**config.mk**
```make
export PLATFORM = sky130hd
export DESIGN_NAME = multicycle_controller
export DESIGN_NICKNAME = d
export VERILOG_FILES = /design/src/rtl/multicycle_controller.sv
export SDC_FILE = /design/constraint.sdc
export NUM_CORES = 1
export LEC_CHECK = 0
export CORE_MARGIN = 10
export CORE_UTILIZATION = 38
export DETAILED_ROUTE_END_ITERATION = 10
export PLACE_DENSITY = 0.79
export SLEW_MARGIN = 20
export SYNTH_ARGS = -nofsm -noshare
export SYNTH_HDL_FRONTEND = slang
export SYNTH_SLANG_ARGS = --single-unit
```
**constraint.sdc**
```tcl
create_clock -name clk -period 1.9 [get_ports clk]
set_input_delay 0.285 -clock clk [delete_from_list [all_inputs] [get_ports clk]]
set_output_delay 0.285 -clock clk [all_outputs]
set_load 0.05 [all_outputs]
```
**src/rtl/multicycle_controller.sv**
```systemverilog
// Multicycle MIPS-style main controller: state register plus state-decoded datapath controls.
// Controls are decoded from the current state, and the write enables are gated directly by the reset pin.
module multicycle_controller #(
  parameter bit HALT_ON_ILLEGAL = 1'b1
) (
  input  logic       clk,
  input  logic       reset,
  input  logic [5:0] op,
  input  logic [5:0] funct,
  input  logic       zero,
  output logic       iord,
  output logic       irwrite,
  output logic       memwrite,
  output logic       regwrite,
  output logic       regdst,
  output logic       memtoreg,
  output logic       alusrca,
  output logic       zeroimm_sel,
  output logic [1:0] alusrcb,
  output logic [1:0] pcsrc,
  output logic [2:0] alucontrol,
  output logic       pcen,
  output logic       halted,
  output logic [3:0] state
);

  typedef enum logic [3:0] {
    FETCH   = 4'd0,  DECODE  = 4'd1,  MEMADR = 4'd2,  MEMRD = 4'd3,
    MEMWB   = 4'd4,  MEMWR   = 4'd5,  RTYPEEX = 4'd6, RTYPEWB = 4'd7,
    BEQEX   = 4'd8,  ADDIEX  = 4'd9,  IMMWB  = 4'd10, JEX   = 4'd11,
    ORIEX   = 4'd12, BNEEX   = 4'd14, HALT   = 4'd15
  } state_t;

  localparam logic [5:0] OP_LW = 6'b100011, OP_SW = 6'b101011, OP_RT = 6'b000000,
                         OP_BEQ = 6'b000100, OP_BNE = 6'b000101, OP_ADDI = 6'b001000,
                         OP_ORI = 6'b001101, OP_J = 6'b000010;

  state_t st;
  logic   pcwrite;

  always_ff @(posedge clk or negedge reset) begin
    if (!reset) st <= FETCH;
    else begin
      case (st)
        FETCH:  st <= DECODE;
        DECODE: begin
          case (op)
            OP_LW, OP_SW: st <= MEMADR;
            OP_RT:        st <= RTYPEEX;
            OP_BEQ:       st <= BEQEX;
            OP_BNE:       st <= BNEEX;
            OP_ADDI:      st <= ADDIEX;
            OP_ORI:       st <= ORIEX;
            OP_J:         st <= JEX;
            default:      st <= HALT_ON_ILLEGAL ? HALT : FETCH;
          endcase
        end
        MEMADR:  st <= (op == OP_LW) ? MEMRD : MEMWR;
        MEMRD:   st <= MEMWB;
        RTYPEEX: st <= RTYPEWB;
        ADDIEX,
        ORIEX:   st <= IMMWB;
        HALT:    st <= HALT;
        // writeback/branch/jump states and unused codes all resume at FETCH
        default: st <= FETCH;
      endcase
    end
  end

  always_comb begin
    iord = 1'b0; irwrite = 1'b0; memwrite = 1'b0; regwrite = 1'b0;
    regdst = 1'b0; memtoreg = 1'b0; alusrca = 1'b0; zeroimm_sel = 1'b0;
    alusrcb = 2'b00; pcsrc = 2'b00; alucontrol = 3'b000; pcwrite = 1'b0;
    case (st)
      FETCH: begin
        irwrite = 1'b1; alusrcb = 2'b01; alucontrol = 3'b010; pcwrite = 1'b1;
      end
      DECODE: begin
        alusrcb = 2'b11; alucontrol = 3'b010;
      end
      MEMADR, ADDIEX: begin
        alusrca = 1'b1; alusrcb = 2'b10; alucontrol = 3'b010;
      end
      ORIEX: begin
        alusrca = 1'b1; alusrcb = 2'b10; zeroimm_sel = 1'b1; alucontrol = 3'b001;
      end
      MEMRD: iord = 1'b1;
      MEMWR: begin
        iord = 1'b1; memwrite = 1'b1;
      end
      MEMWB: begin
        regwrite = 1'b1; memtoreg = 1'b1;
      end
      RTYPEEX: begin
        alusrca = 1'b1;
        case (funct)
          6'b100000: alucontrol = 3'b010;
          6'b100010: alucontrol = 3'b110;
          6'b100100: alucontrol = 3'b000;
          6'b100101: alucontrol = 3'b001;
          6'b101010: alucontrol = 3'b111;
          default:   alucontrol = 3'b010;
        endcase
      end
      RTYPEWB: begin
        regwrite = 1'b1; regdst = 1'b1;
      end
      IMMWB: regwrite = 1'b1;
      BEQEX, BNEEX: begin
        alusrca = 1'b1; alucontrol = 3'b110; pcsrc = 2'b01;
      end
      JEX: begin
        pcsrc = 2'b10; pcwrite = 1'b1;
      end
      default: ;
    endcase
    pcen = pcwrite | ((st == BEQEX) & zero) | ((st == BNEEX) & ~zero);
    // state reads FETCH during reset, so its write enables must be masked by the pin itself
    if (!reset) begin
      irwrite = 1'b0; memwrite = 1'b0; regwrite = 1'b0; pcen = 1'b0;
    end
  end

  assign halted = (st == HALT);
  assign state  = st;

endmodule

```
Yosys cells after proc, flatten, opt, wreduce, memory -nomap -nowiden
Index checks and enable logic that the tools add are counted.
W data, S select, Z words.
Storage, ports and cells
  flip-flop bits (word level): 4
  input bits: 15
  logic and storage cells: 62
Cells by class
  equality and inequality tests: 25
  mux-type cells: 20
  bitwise gates (word level): 5
  reduce and logical (&&, ||, !) cells: 11
Operator list (count)
  $pmux W4 S7: 2
  $eq A6 B6 Y1 const B: 6
  $eq A4 B4 Y1 const B: 7
  $pmux W3 S4: 2
  $eq A4 B3 Y1 const B: 4
  $mux W1: 13
  $eq A6 B3 Y1 const B: 2
  $eq A6 B4 Y1 const B: 2
  $reduce_or A2 Y1: 5
  $eq A4 B2 Y1 const B: 2
  $eq A6 B2 Y1 const B: 1
  $logic_not A6 Y1: 1
  $pmux W2 S3: 1
  $reduce_or A3 Y1: 2
  $reduce_or A6 Y1: 1
  $eq A4 B1 Y1 const B: 1
  $logic_not A4 Y1: 1
  $pmux W2 S2: 1
  $reduce_or A4 Y1: 1
  $mux W3: 1
  $and A1 B1 Y1: 2
  $or A1 B1 Y1: 2
  $not A1 Y1: 1

Longest topological paths before layout
Gate-level depths: netlist of the first run.
  depth after elaboration: 6
  mapped depth: 6
  gate-level depth less buffers: 4

Worst setup path after synthesis of the first run
Ideal clock, no wire load.
  path type: register -> output
  from: register st[0], in the netlist state[0]
  to: output port memwrite
  arrival: 2658 ps
  slack: -1043 ps
  stages on the path, launching flop included: 3
  cells stage by stage: dfrtp_1 -> clkinv_1 -> nor4_1
On the way
  word-level cells in the longest chain between the ends: 3
RTL lines
  start: declaration: RTL line 38  | state_t st;
  start signal: assignment: RTL line 55  | default: st <= HALT_ON_ILLEGAL ? HALT : FETCH;
  start signal: assignment: RTL line 58  | MEMADR: st <= (op == OP_LW) ? MEMRD : MEMWR;
  $eq A4 B3 Y1: RTL line 74  | case (st)
  $mux W1: RTL line 74
  $mux W1: RTL line 119  | if (!reset) begin
  end: declaration: RTL line 13  | output logic memwrite,
No other way between the ends.

Worst setup path after layout of the first run
  from: input port funct[1]
  to: output port alucontrol[1]
On the way
  word-level cells in the longest chain between the ends: 3
  elaborated cells on any way between the ends: 6
  those cells by class: 4 x eq/ne; 2 x mux
RTL lines
  start: declaration: RTL line 9  | input logic [5:0] funct,
  $eq A6 B6 Y1: RTL line 96  | case (funct)
  $pmux W3 S4 (*): RTL line 96
  $pmux W3 S4 (*): RTL line 74
  end: declaration: RTL line 21  | output logic [2:0] alucontrol,
Mark *: on every way between the ends. The rest lies on a longest branch, timed or not.

==> results of run 1 <==
final timing paths:
kind                       startpoint       endpoint
max in group asynchronous       reset       state[1]
hold / removal                  reset       state[2]
setup reg to reg             state[3]       state[1]
setup / recovery             funct[1]  alucontrol[1]
hold reg to reg              state[3]       state[2]
min in group clk             state[3]       state[2]
kinds of logic (layout without fill, tap and decap cells):
logic type / Yosys count / count (layout)
AOI/OAI and AO/OA: 30 / 30
DFF: 4 / 4
xor gates and xnor gates: 2 / 2
and+or+nand+nor: 52 / 52
muxes: 1 / 1
buffers and inverters: 13 / 64
placed cells by master (no fill, tap or decap), types with 2 or more instances in the layout:
master           netlist  final
inv_1                  5      4
nor3b_2                0      2
a31oi_1                3      2
a21oi_1                8      6
o22ai_1                2      2
and2_1                 3      2
o21ai_2                0      2
nor3b_4                0      2
dfrtp_2                0      3
o21ai_0                6      4
nand2b_1               6      5
nand3_1                4      4
nor2_1                13      9
and3_1                 2      2
a21oi_4                0      2
o211ai_1               4      4
or3_1                  2      2
nor3_2                 1      2
buf_12                 0     17
nor3_1                 5      3
clkbuf_4               0      3
clkdlybuf4s50_1        0     14
nor2_4                 0      4
nand2_1                9      9
buf_4                  0     24
power breakdown:
part | internal, mW | switching, mW
clock | 0.0712 | 0.0430
sequential | 0.0855 | 0
combinational | 0.0379 | 0.0340
total | 0.195 | 0.0771
layer usage:
layer  track usage [%]  vias up  part of all wire [%]
met4              4.78        0                   3.5
met3              3.29       19                   7.3
li1                  -      480                     -
met1              15.8      509                    37
met2              26.4       75                    52
met5                 0        -                     0
layout make-up:
cell class / count / area (um2) / area share [%]
Multi-Input combinational cell: 85 / 672 / 44.6
Timing Repair Buffer: 55 / 661 / 43.9
Sequential cell: 4 / 108 / 7.15
Clock buffer: 3 / 22.5 / 1.50
Inverter: 6 / 22.5 / 1.50
Tap cell: 16 / 20.0 / 1.33
repair_timing:
| action | 4_1_cts | 5_1_grt |
|---|---|---|
| setup buffers | 0 | 10 |
| gates resized for setup | 2 | 9 |
| endpoints found under the setup margin | 2 | 8 |
| pin swaps | 0 | 2 |
==> impl_results.md, run 1 <==
* Cell area after synthesis at 656 um2
* Async SR Flop Fraction at 100%
* Fmax at 471 MHz
* Crit share post-route at 112%
* Synth top area cells: dfrtp_1, nor2_1, a21oi_1
* Crit path time final at 2120 ps
* Mux contribution to synthesized area at 1.53%
* WL final at 3790 um
* Critical path, cell by cell: clkdlybuf4s50_1 > nor3b_2 > a21oi_1 > o21ai_0 > o21ai_2 > buf_4
* Inst Count DP at 156
* Total Power at 272 uW
* PwrDens at 180 nW/um2
* Clock latency on the worst-skew pair at 250 ps
* Count leader, synth: nor2_1
* YS warnings at 0
* WL/cell at 22.4 um
* Clock sink total at 4
* CP Class: in2out
* Number of flops mapped to enable cells by yosys at 0
* Seq/Total Area, Yosys at 15.3%
* Final ANT Viol Nets at 0
* Port Buffers at 35
* Yosys top cell by area: dfrtp_1
* Post-synth top flop: dfrtp_1
* Main combinational cell family by area after synthesis: simple AND/OR/NAND/NOR gates
* Failing checks: negative setup slack
* FF+latch count, synth at 4
* Max reg flops at 4
* Longest individual stage delay on the worst path at 510 ps
* Die X at 61.5 um
* Worst Path Arrival at 1840 ps
* Placed standard-cell area at 1360 um2
* Largest net degree at the start of global routing at 21
* H-tree Lvls at 1
* Rows at 14
* Status: finished with violations
* Die area at 3790 um2
* Share of layout cells above drive strength 1 at 47.7%
* Root Buffer: clkbuf_4
* Pre-CTS WS at -28.2 ps
* Synth Area in XOR/XNOR at 2.67%
* Final #Nets at 170
* Drt first pass iters at 4
* Total negative slack at -385 ps
* Synth Area in Simple Gates at 42.0%
* Vias in the first global route at 941
* Crit start category: primary input
* TritonCTS clock tree: done
* Global-route wire length before repair at 4370 um
* Unrepaired setup endpoints after global routing: true
* Synthesis-to-layout area growth at 130%
* Max Buffers Root-to-Sink at 2
* Tot GR Track Use at 14.4%
* Synth Area in Adders at 0%
* DP Wirelength at 2110 um
* Hold Vio Cnt, Final at 0
* Initial antenna violation count at 0
* Pins Over Slew Limit at 0
* Actual slew at the worst max-slew pin at 333 ps
* Post-synthesis average cell area at 6.43 um2
* CTS clock-pin slew for the worst setup and hold paths at 40 ps
* CP max FO at 3
* Leakage power at 0.607 nW
* Via count at 1083
* Antenna diode count at 0
* Post-route cell area at 1510 um2
* Non-filler instance count after layout at 169
* I/O pins at 36
* Syn nets at 117
* WP buf/inv at 2
* Hold Slack at 368 ps
* Type of the tightest min-delay check: in2async
* Gr ovfl total at 0
* Setup WS post-layout at -222 ps
* Crit path required time at 1620 ps
* Vias per cell at 6.41
* Slowest stage cell, crit path: clkdlybuf4s50_1
* Cell variety after synth at 34
* Reg2Reg Depth at 5
* Worst VDD drop at 0.368 mV
* Util after Layout at 95.5%
* Crit. path cell count at 6
* Cells after synthesis at 102
* Routability cong. at 0.894
* CTS buffer count at 3
* Final setup viols at 5
* Synth Area in Compound Gates at 29.4%
* Max Cap Viol at 0
* Commonest cells in the netlist: nor2_1, nand2_1, a21oi_1
* Fill cell count at 38
* Crit-path leading delay family: buffers and inverters
* Total core area at 1580 um2
* DRC Markers at 0
* Slew HR at 77.6%
* First DRT Iteration DRCs at 62
* R2r setup slk at 270 ps
* Crit. End Element: output port
* # hold bufs at CTS at 0
* Initial core utilization at 41.6%
* Max Clock Skew at 7.18 ps
* Yosys top cell area share at 15.3%
* Die Y at 61.5 um
Power figures use the tool's default switching activity.
==> run 2: changes to the inputs <==
RECOVER_POWER = 100   (was default)
==> run 2 against run 1 <==
The run still ends with negative setup slack left. Power decreased by 0.66%. Wire length shrank 0.34%. Cell area decreased by 0.25%. Setup slack lost 3.9 ps. Sequential power is essentially flat. Register-to-register slack barely moved. First-iteration DRC count fell by 15%. Clock skew is essentially flat. Highest routed layer unchanged.
==> impl_results.md, run 2 (synthesis gave the netlist of run 1 again) <==
* Worst setup path start: funct[1]
* Crit path time final at 2130 ps (+3.92 ps)
* Setup WS post-layout at -226 ps (-3.92 ps)
* Total core area at 1580 um2 (unchanged)
* WL met1 at 1360 um (-2.3%)
* Leakage power at 0.604 nW (-0.60%)
* CP Class: in2out
* PwrDens at 180 nW/um2 (-0.41%)
* Share of layout cells above drive strength 1 at 47.1% (-0.65 points)
* Clock sink total at 4 (unchanged)
* Crit. End Element: output port
* CTS clock-pin slew for the worst setup and hold paths at 40 ps (about the same)
* WL/cell at 22.3 um (-0.34%)
* Crit share post-route at 112% (+0.21 points)
* Tot GR Track Use at 14.4% (unchanged)
* # hold bufs at CTS at 0 (unchanged)
* Final ANT Viol Nets at 0 (unchanged)
* Synthesis-to-layout area growth at 129%
* Fill cell count at 40 (+5.3%)
* Routed met3 length at 280 um (+0.72%)
* Max Clock Skew at 7.22 ps (+0.0393 ps)
* Antenna diode count at 0 (unchanged)
* Worst Path Arrival at 1840 ps (about the same)
* Vias in the first global route at 941 (unchanged)
* CP max FO at 3 (unchanged)
* Hold Slack at 436 ps (+68.2 ps)
* Met2 wire len at 2000 um (+0.86%)
* Worst VDD drop at 0.366 mV (-0.73%)
* I/O pins at 36 (unchanged)
* Final #Nets at 170 (unchanged)
* Die X at 61.5 um (unchanged)
* Root Buffer: clkbuf_4
* Type of the tightest min-delay check: in2async
* Routability cong. at 0.894 (unchanged)
* Die area at 3790 um2 (unchanged)
* Max Cap Viol at 0 (unchanged)
* CTS buffer count at 3 (unchanged)
* Hold Vio Cnt, Final at 0 (unchanged)
* Commonest cells after routing, fill and taps aside: buf_4, buf_12, clkdlybuf4s50_1
* Initial core utilization at 41.6% (unchanged)
* Clock latency on the worst-skew pair at 250 ps (about the same)
* Gr ovfl total at 0 (unchanged)
* WL final at 3770 um (-0.34%)
* Max reg flops at 4 (unchanged)
* Slew HR at 77.2% (-0.40 points)
* Crit start category: primary input
* Total negative slack at -389 ps (-3.41 ps)
* DP Wirelength at 2110 um (unchanged)
* Worst R2R Start: state[3]
* First DRT Iteration DRCs at 53 (-15%)
* H-tree Lvls at 1 (unchanged)
* Failing checks: negative setup slack
* Global-route wire length before repair at 4370 um (unchanged)
* Drt first pass iters at 4 (unchanged)
* Initial antenna violation count at 0 (unchanged)
* Final setup viols at 5 (unchanged)
* Crit path required time at 1620 ps (about the same)
* Unrepaired setup endpoints after global routing: true
* DRC Markers at 0 (unchanged)
* Largest net degree at the start of global routing at 21 (unchanged)
* Actual slew at the worst max-slew pin at 339 ps (+5.88 ps)
* TritonCTS clock tree: done
* Commonest non-fill, non-tap cell in the layout: buf_4
* Vias per cell at 6.43 (+0.28%)
* Status: finished with violations
* Via count at 1086 (+0.28%)
* Port Buffers at 35 (unchanged)
* Rows at 14 (unchanged)
* Die Y at 61.5 um (unchanged)
* Fmax at 470 MHz (-0.18%)
* Max Buffers Root-to-Sink at 2 (unchanged)
* Pins Over Slew Limit at 0 (unchanged)
* Highest Signal Layer: met4
run 2: cell count changes in the layout (fill, tap and decap cells not counted):
cell,before,now
buf_4,24,23
clkbuf_1,0,1
run 2: critical path: stages:
cell and delay [ps]:
clkdlybuf4s50_1 510, nor3b_2 290, a21oi_1 140, o21ai_0 320
o21ai_2 100, buf_4 200
run 2: timing repair:
item	4_1_cts	5_1_grt
gates resized for setup	2	9
pin swaps	0	2
setup endpoints to repair	2	8
setup buffers	0	10
run 2: power breakdown:
group | switching, mW | total [mW] | leakage, nW | internal [mW]
clock network | 0.0426 | 0.114 | 0.0138 | 0.0712
registers | 0 | 0.0855 | 0.0343 | 0.0855
logic | 0.0336 | 0.0706 | 0.556 | 0.0370
run 2: layer usage:
layer	vias up	track usage [%]
met3	21	3.29
met5	-	0
met1	507	15.8
met4	0	4.78
met2	78	26.4
li1	480	-
run 2: final timing paths:
kind / slack, ps / endpoint / cells after the start
max in group asynchronous: 1170 / state[1] / 2
min: 440 / state[2] / 2
min in group clk: 830 / state[2] / 3
min reg2reg: 830 / state[2] / 3
max reg2reg: 280 / state[1] / 5
max: -230 / alucontrol[1] / 6
run 2: through the flow:
stage               std cells  setup WS (ps)  power (mW)  instance area (um2)  util (%)
floorplan                 102          -52.4       0.104                  795         -
global placement          156           38.3       0.148                 1360      86.2
detailed placement        156          -28.2       0.151                 1360      86.2
CTS                       159          -11.1       0.261                 1390      87.9
global route              169           -251       0.281                 1500      95.2
finish                    169           -226       0.270                 1500      95.2
run 2: layout make-up:
cell class,instances,area [um2],area share (%)
multi-input cells,85,672,44.7
inverters,6,22.5,1.50
clock buffers,3,22.5,1.50
flip-flops and latches,4,108,7.17
well taps,16,20.0,1.33
repair buffers,55,657,43.8
